==> config.mk <==
export PLATFORM = sky130hd
export DESIGN_NAME = dc_pulse_bank
export DESIGN_NICKNAME = d
export VERILOG_FILES = /design/src/rtl/dc_pulse_bank.sv
export SDC_FILE = /design/constraint.sdc
export NUM_CORES = 1
export LEC_CHECK = 0
export CORE_AREA = 2 2 55 57
export CTS_BUF_LIST = sky130_fd_sc_hd__clkbuf_4
export DETAILED_ROUTE_END_ITERATION = 8
export DIE_AREA = 0 0 57 59
export PLACE_DENSITY = 0.91
export SLEW_MARGIN = 15
export SYNTH_ARGS = -nofsm -noshare
export SYNTH_HDL_FRONTEND = slang
export SYNTH_SLANG_ARGS = --single-unit
export TNS_END_PERCENT = 5
==> constraint.sdc <==
create_clock -name clk -period 4.1 [get_ports clk]
set_input_delay 0.82 -clock clk [delete_from_list [all_inputs] [get_ports clk]]
set_output_delay 0.82 -clock clk [all_outputs]
set_load 0.1 [all_outputs]
==> src/rtl/dc_pulse_bank.sv <==
// dc_pulse_bank: a bank of independent retriggerable monostables
// (digital 74123 equivalents) running from one system clock.
//
// Each channel fires on the rising edge of trg = ~a_n & b & clr_n. On a fire,
// the channel loads a down-counter with the selected pulse width W. q is high
// for exactly W clocks. done strobes for one clock after q falls.
//
// Optional build macro DC_PULSE_SYNC_EN: when it is defined, a_n, b and clr_n
// each pass through a two-flop synchroniser before the trigger logic. This
// adds two clocks to every trigger/clear-to-q latency.
module dc_pulse_bank #(
    parameter int CHANNELS           = 2,
    parameter int DC_PULSE_WIDTH_MAX = 255,
    parameter int DC_PULSE_WIDTH_DEF = 100,
    localparam int CNT_WIDTH         = $clog2(DC_PULSE_WIDTH_MAX + 1)
) (
    input  logic                            clk,
    input  logic                            reset,
    input  logic [CHANNELS-1:0]             a_n,
    input  logic [CHANNELS-1:0]             b,
    input  logic [CHANNELS-1:0]             clr_n,
    input  logic [CHANNELS-1:0]             retrig,
    input  logic [CHANNELS-1:0]             use_def,
    input  logic [CHANNELS*CNT_WIDTH-1:0]   width,
    output logic [CHANNELS-1:0]             q,
    output logic [CHANNELS-1:0]             q_n,
    output logic [CHANNELS-1:0]             done
);

    localparam logic [CNT_WIDTH-1:0] CNT_ONE   = CNT_WIDTH'(1);
    localparam logic [CNT_WIDTH-1:0] WIDTH_DEF = CNT_WIDTH'(DC_PULSE_WIDTH_DEF);

    // Trigger inputs as seen by the channel logic (direct or synchronised).
    logic [CHANNELS-1:0] a_n_eff;
    logic [CHANNELS-1:0] b_eff;
    logic [CHANNELS-1:0] clr_n_eff;

`ifdef DC_PULSE_SYNC_EN
    logic [CHANNELS-1:0] a_n_meta_reg;
    logic [CHANNELS-1:0] a_n_sync_reg;
    logic [CHANNELS-1:0] b_meta_reg;
    logic [CHANNELS-1:0] b_sync_reg;
    logic [CHANNELS-1:0] clr_n_meta_reg;
    logic [CHANNELS-1:0] clr_n_sync_reg;

    // Two-flop synchronisers. They reset to the idle (non-triggering, not cleared) levels.
    always_ff @(posedge clk) begin
        if (reset) begin
            a_n_meta_reg   <= '1;
            a_n_sync_reg   <= '1;
            b_meta_reg     <= '0;
            b_sync_reg     <= '0;
            clr_n_meta_reg <= '1;
            clr_n_sync_reg <= '1;
        end else begin
            a_n_meta_reg   <= a_n;
            a_n_sync_reg   <= a_n_meta_reg;
            b_meta_reg     <= b;
            b_sync_reg     <= b_meta_reg;
            clr_n_meta_reg <= clr_n;
            clr_n_sync_reg <= clr_n_meta_reg;
        end
    end

    assign a_n_eff   = a_n_sync_reg;
    assign b_eff     = b_sync_reg;
    assign clr_n_eff = clr_n_sync_reg;
`else
    assign a_n_eff   = a_n;
    assign b_eff     = b;
    assign clr_n_eff = clr_n;
`endif

    for (genvar gi = 0; gi < CHANNELS; gi++) begin : g_ch
        logic [CNT_WIDTH-1:0] cnt_reg;
        logic                 prev_reg;
        logic                 q_reg;
        logic                 done_reg;
        logic                 trg;
        logic                 fire;
        logic                 cnt_nz;
        logic [CNT_WIDTH-1:0] w_sel;

        // Clear participates in the trigger term, so releasing clr_n with
        // a_n=0 and b=1 held is itself a trigger edge (74123 behaviour).
        assign trg    = ~a_n_eff[gi] & b_eff[gi] & clr_n_eff[gi];
        assign fire   = trg & ~prev_reg;
        assign cnt_nz = |cnt_reg;
        assign w_sel  = use_def[gi] ? WIDTH_DEF : width[gi*CNT_WIDTH +: CNT_WIDTH];

        // Counter, output and strobe update. Priority is reset, then clear, then trigger/count.
        always_ff @(posedge clk) begin
            if (reset) begin
                cnt_reg  <= '0;
                q_reg    <= 1'b0;
                done_reg <= 1'b0;
                // A trigger level that is already active when reset is released must not fire.
                prev_reg <= 1'b1;
            end else if (!clr_n_eff[gi]) begin
                cnt_reg  <= '0;
                q_reg    <= 1'b0;
                done_reg <= q_reg;
                prev_reg <= 1'b0;
            end else begin
                if (fire && (!cnt_nz || retrig[gi])) begin
                    cnt_reg <= w_sel;
                end else if (cnt_nz) begin
                    cnt_reg <= cnt_reg - CNT_ONE;
                end
                // q follows the old count. A reload on the last count therefore keeps q high without a gap.
                q_reg    <= cnt_nz;
                done_reg <= q_reg & ~cnt_nz;
                prev_reg <= trg;
            end
        end

        assign q[gi]    = q_reg;
        assign q_n[gi]  = ~q_reg;
        assign done[gi] = done_reg;
    end

endmodule
==> reports/qor.yml, run 1 <==
antenna_found_initial: 0
clock-sinks: 22
power_frac_comb: 0.677
die_y_um: 59
worst-r2r-setup-slack_ns: 2.09
cp_max_fo: 2
fmax_mhz: 375
fp-row-count: 19
hold_class: "register to register"
ys_seq_area_frac: 0.328
diodes: 0
cts_hold_buf: 0
antenna_left: 0
synth_cells: 152
place_congestion: 0.972
p_per_area_mw_per_mm2: 919
cap_violations: 0
post_cts_resize_count: 0
detail_route.wl_per_cell_um: 15.3
dr.pass1.iters: 5
slew_headroom: 0.348
finalHoldViolations: 0
yosys_warnings: 0
io_pins: 34
avgViaCountPerCell: 6.17
switchingPower_uw: 814
synth_nets: 184
die_area_mm2: 0.00336
syn_avg_cell_area_um2: 8.84
rsz0062_at_grt: "false"
hold_slack_ns: 0.473
fill_cells: 230
path_class: "register to primary output"
r2r-end: "g_ch[1].cnt_reg[3]$_SDFFE_PP0P_"
grt_max_degree: 12
drt_iter0_drc: 38
largest_register_ffs: 16
clock_skew_ns: 0.000832
initial_utilization: 0.496
cp_cell_sequence: "inv_1 -> clkdlybuf4s50_1"
ys_seq_elements: 22
port_buffers: 33
area_delta_synth_final_pct: 26.9
vdd_drop_max_mv: 0.721
arrival_ns: 1.85
cts.path.max_buffers: 2
final_cell_area_mm2: 0.00171
netSwitchingFraction: 0.519
path_buf_inv: 2
layout.nets: 218
die_w_um: 57
drc: 0
finalCritPeriodShare: 0.650
clock_latency_ns: 0.30
power_leakage_nw: 0.666
crit_required_ns: 3.28
grt_usage: 0.205
p_int_uw: 754
wl_um: 3290
max_stage_delay_ns: 1.13
hold_end: "g_ch[1].done_reg$_SDFF_PP0_"
htree_levels: 1
start_kind: "register"
dp_slack_ns: 1.58
seq_power_share: 0.259
hp-start: "g_ch[1].q_reg$_SDFF_PP0_"
crit_slowest_cell: "clkdlybuf4s50_1"
dr_total_vias: 1327
core_area_mm2: 0.00271
run_status: "completed"
netlist_area_mm2: 0.00134
slew_violations: 0
cp_top_family: "buffers and inverters"
cts_tree: "built"
fin_setup_tns_ns: 0
synth_cell_types: 39
worstSetupEndpointType: "primary output"
grt_pass1_wl_um: 5460
ctsRootBufferMaster: "clkbuf_4"
whs_path_depth: 2
dpl_cell_area_mm2: 0.00168
cts.reportedPaths.clkPinSlew_ns: 0.13
totalPowerFinal_mw: 1.57
setup_viol: 0
period_needed_ns: 2.67
worst_pin_slew_ns: 0.974
post-dp-hpwl_um: 2530
drive_gt1_frac: 0.0761
r2r_cells: 6
setup_slack_ns: 1.43
numCtsBuffers: 3
postCtsSetupBuffers: 0
rr_startpoint: "g_ch[1].cnt_reg[0]$_SDFFE_PP0P_"
grt_pass1_vias: 1264
clockPowerShare: 0.064
grt_overflow: 0
-- worst max path at each step --
stage	from	to	slack [ns]	cells past startpoint
final	g_ch[1].q_reg$_SDFF_PP0_	q_n[1]	1.43	2
after global routing	g_ch[1].q_reg$_SDFF_PP0_	q_n[1]	1.38	2
after global placement	clr_n[0]	g_ch[0].cnt_reg[4]$_SDFFE_PP0P_	1.68	4
after floorplan	a_n[0]	g_ch[0].cnt_reg[3]$_SDFFE_PP0P_	2.32	4
after CTS	g_ch[1].q_reg$_SDFF_PP0_	q_n[1]	1.43	2
after detailed placement	clr_n[0]	g_ch[0].cnt_reg[4]$_SDFFE_PP0P_	1.58	4
-- power groups by stage --
stage	combinational [mW]	clock, mW	sequential [mW]
floorplan	0.858	0	0.385
global placement	1.02	0	0.401
detailed placement	1.04	0	0.409
CTS	1.06	0.0986	0.404
global route	1.17	0.108	0.416
finish	1.06	0.100	0.406
-- synthesized netlist by cell type (all sizes together) --
cell,count,share of area
a32oi,2,0.013
nand2b,7,0.033
nor4,8,0.060
or4b,5,0.037
o311a,2,0.015
a31oi,2,0.0093
a311oi,1,0.0065
inv,12,0.034
or2,1,0.0047
o31a,1,0.0065
a31o,2,0.013
a211oi,6,0.034
mux2i,2,0.015
xor2,5,0.033
and4bb,2,0.019
nand2,8,0.022
o211a,2,0.015
nand4,2,0.0093
nor3,5,0.019
o21ai,7,0.026
nor2,4,0.011
nor3b,4,0.030
nor2b,5,0.023
ha,4,0.037
or2b,1,0.0056
buf,4,0.022
o21a,1,0.0056
dfxtp,22,0.33
o221ai,2,0.013
or3,1,0.0047
o22ai,2,0.0093
xnor2,1,0.0065
and2,2,0.0093
a21oi,11,0.047
or4,2,0.011
nand3,4,0.015
-- final cells by class --
class	count	area [um2]	area share
repair buffers	33	330	0.194
flip-flops and latches	22	440	0.258
inverters	12	45.0	0.0264
well taps	31	38.8	0.0227
clock buffers	3	22.5	0.0132
multi-input cells	114	828	0.486
-- through the flow --
stage	instances	utilization
final	215	0.629
after CTS	215	0.629
after detailed placement	212	0.621
after global placement	212	0.621
after floorplan	152	-
after global routing	215	0.629
-- metal layers --
metal	GRT usage	wire length [um]
met5	0	0
met4	0.0930	63
met3	0.0262	158
met2	0.366	1620
met1	0.246	1440
-- worst reg2reg max path: stages, from the launching register on --
cell and delay [ns]:
dfxtp_1 0.46, inv_1 0.12, ha_1 0.21, nor3b_2 0.18, and2_1 0.22, o21ai_0 0.49
a311oi_1 0.20
-- logic make-up (layout without fill, tap and decap cells) --
logic type | count (synthesis) | count (layout) | share of synthesized area
AND/OR/NAND/NOR | 61 | 61 | 0.313
XOR/XNOR | 6 | 6 | 0.0391
AO/OA/AOI/OAI | 41 | 41 | 0.212
adder cells (fa/ha/maj) | 4 | 4 | 0.0372
multiplexers | 2 | 2 | 0.0149
flip-flops | 22 | 22 | 0.328
buffers and inverters | 16 | 48 | 0.0559
-- cells in the final DEF (no fill, tap or decap), types with 2 or more instances in the layout --
master,n
nor2b_1,5
a32oi_1,2
mux2i_1,2
a31o_2,2
inv_1,12
o221ai_1,2
a31oi_1,2
nor2_1,4
a211oi_1,6
a21oi_1,9
nand3_1,4
dfxtp_1,22
o21ai_0,7
or4_1,2
and2_1,2
nand2_1,8
o211a_1,2
nor4_4,2
nor3_1,5
nand2b_1,7
nor4_1,6
xor2_1,5
clkdlybuf4s50_1,33
ha_1,4
clkbuf_4,3
o22ai_1,2
nand4_1,2
nor3b_2,2
and4bb_2,2
nor3b_1,2
a21oi_2,2
o311a_1,2
or4b_1,5
(Power assumes the default switching activity.)
==> inputs of run 2 (changes only) <==
--- a/config.mk
+++ b/config.mk
@@ -5,11 +5,11 @@
 export SDC_FILE = /design/constraint.sdc
 export NUM_CORES = 1
 export LEC_CHECK = 0
-export CORE_AREA = 2 2 55 57
+export CORE_AREA = 2 2 58 60
 export CTS_BUF_LIST = sky130_fd_sc_hd__clkbuf_4
 export DETAILED_ROUTE_END_ITERATION = 8
-export DIE_AREA = 0 0 57 59
-export PLACE_DENSITY = 0.91
+export DIE_AREA = 0 0 60 62
+export PLACE_DENSITY = 0.86
 export SLEW_MARGIN = 15
 export SYNTH_ARGS = -nofsm -noshare
 export SYNTH_HDL_FRONTEND = slang
==> constraint.sdc (replaced) <==
create_clock -name clk -period 2.3 [get_ports clk]
set_input_delay 0.46 -clock clk [delete_from_list [all_inputs] [get_ports clk]]
set_output_delay 0.46 -clock clk [all_outputs]
set_load 0.1 [all_outputs]
==> reports/qor.yml, run 2 (same netlist as run 1, synthesis figures left out) <==
run_status: "completed"
p_per_area_mw_per_mm2: 1670  # +81%
layout_common_cells: "clkdlybuf4s50_1 (27), dfxtp_1 (22), inv_1 (12)"
area_delta_synth_final_pct: 31.1
grt_pass1_wl_um: 5400  # -1.3%
final_util: 0.554  # -0.0752
largest_register_ffs: 16  # unchanged
drt_iter0_drc: 46  # +21%
clock_latency_ns: 0.33  # +0.03 ns
netSwitchingFraction: 0.502  # -0.0171
avgViaCountPerCell: 5.56  # -9.9%
period_needed_ns: 2.02
diodes: 0  # unchanged
port_buffers: 33  # unchanged
dr_total_vias: 1301  # -2.0%
slew_headroom: 0.600  # +0.252
initial_utilization: 0.423  # -0.0732
drive_gt1_frac: 0.128  # +0.0516
die_y_um: 62  # +5.1%
clockPowerShare: 0.106  # +0.042
p_int_mw: 1.46  # +94%
totalPowerFinal_mw: 2.94  # +87%
slew_violations: 0  # unchanged
cts.path.max_buffers: 2  # unchanged
place_congestion: 0.868  # -11%
worstSetupEndpointType: "register"
path_buf_inv: 1  # -1
power_leakage_nw: 0.700  # +5.2%
cp_top_family: "compound AO/OA/AOI/OAI gates"
path_class: "register to register"
die_area_mm2: 0.00372  # +11%
grt_pass1_vias: 1177  # -6.9%
cts.reportedPaths.clkPinSlew_ns: 0.14  # about the same
fp-row-count: 21  # +2
vdd_drop_max_mv: 0.820  # +14%
wl_um: 3190  # -3.0%
start_kind: "register"
rsz0062_at_grt: "false"
hold_class: "register to register"
grt_max_degree: 14  # +2
cts_hold_buf: 0  # unchanged
power_frac_comb: 0.646  # -0.031
drc: 0  # unchanged
worst_pin_slew_ns: 0.593  # -0.381 ns
die_w_um: 60  # +5.3%
cap_violations: 0  # unchanged
dp_cells: 230  # +8.5%
core_area_mm2: 0.00318  # +17%
dr.pass1.iters: 4  # -1
clock-sinks: 22  # unchanged
antenna_found_initial: 0  # unchanged
grt_overflow: 0  # unchanged
instances_no_fill: 234  # +8.8%
layout.nets: 221  # +1.4%
max_stage_delay_ns: 0.50  # -0.63 ns
switchingPower_mw: 1.47  # +81%
post_cts_resize_count: 0  # unchanged
cts_tree: "built"
numCtsBuffers: 3  # unchanged
post-dp-hpwl_um: 2360  # -6.9%
crit_required_ns: 2.49  # -0.79 ns
setup_viol: 0  # unchanged
antenna_left: 0  # unchanged
grt_usage: 0.193  # -0.0124
crit_slowest_cell: "o21ai_0"
finalHoldViolations: 0  # unchanged
cp_cell_sequence: "inv_1 -> ha_1 -> nor3b_2 -> and2_1 -> o21ai_0 -> a311oi_1"
fmax_mhz: 494
clock_skew_ns: 0.00721  # +0.00637 ns
detail_route.wl_per_cell_um: 13.6  # -11%
finalCritPeriodShare: 0.880
fin_setup_tns_ns: 0  # unchanged
seq_power_share: 0.248  # -0.011
cp_max_fo: 6  # +4
htree_levels: 1  # unchanged
io_pins: 34  # unchanged
arrival_ns: 2.21  # +0.36 ns
fill_cells: 286  # +24%
ctsRootBufferMaster: "clkbuf_4"
mostFrequentLayoutCell: "clkdlybuf4s50_1"
postCtsSetupBuffers: 0  # unchanged
## run 2: tightest hold or removal path: stages (launching register included)
cell	delay, ns
dfxtp_1	0.33
inv_1	0.09
a211oi_1	0.07
## run 2: path summary, 6_finish.rpt
path	startpoint	endpoint	slack (ns)	depth (start not counted)
setup / recovery	g_ch[1].cnt_reg[0]$_SDFFE_PP0P_	g_ch[1].cnt_reg[3]$_SDFFE_PP0P_	0.28	6
hold reg to reg	g_ch[1].q_reg$_SDFF_PP0_	g_ch[1].done_reg$_SDFF_PP0_	0.52	2
setup reg to reg	g_ch[1].cnt_reg[0]$_SDFFE_PP0P_	g_ch[1].cnt_reg[3]$_SDFFE_PP0P_	0.28	6
hold / removal	g_ch[1].q_reg$_SDFF_PP0_	g_ch[1].done_reg$_SDFF_PP0_	0.52	2
## run 2: layout make-up
cell class              count  area (um2)  share of cell area
well taps                  46        57.6              0.0327
flip-flops and latches     22         440               0.250
clock buffers               3        22.5              0.0128
clock inverters             1        30.0              0.0170
multi-input cells         114         828               0.470
inverters                  12        45.0              0.0256
repair buffers             36         338               0.192
## run 2: layer usage
metal / global-route usage / share of wire
met1: 0.271 / 0.49
met2: 0.287 / 0.44
met3: 0.0311 / 0.038
met4: 0.0921 / 0.028
met5: 0 / 0
## run 2: stage by stage
stage / hold slack, ns / area (um2) / worst slack, ns
floorplan: 0.538 / 1340 / 0.691
global placement: 0.510 / 1710 / 0.241
detailed placement: 0.508 / 1710 / 0.203
CTS: 0.516 / 1760 / 0.307
global route: 0.532 / 1760 / 0.176
finish: 0.523 / 1760 / 0.276
## run 2: power by group through the flow
stage / combinational (mW) / sequential, mW / clock [mW]
3_3_place_gp: 1.83 / 0.725 / 0
2_1_floorplan: 1.53 / 0.686 / 0
3_5_place_dp: 1.85 / 0.730 / 0
6_report: 1.90 / 0.728 / 0.312
4_1_cts: 1.88 / 0.721 / 0.312
5_1_grt: 2.08 / 0.750 / 0.329
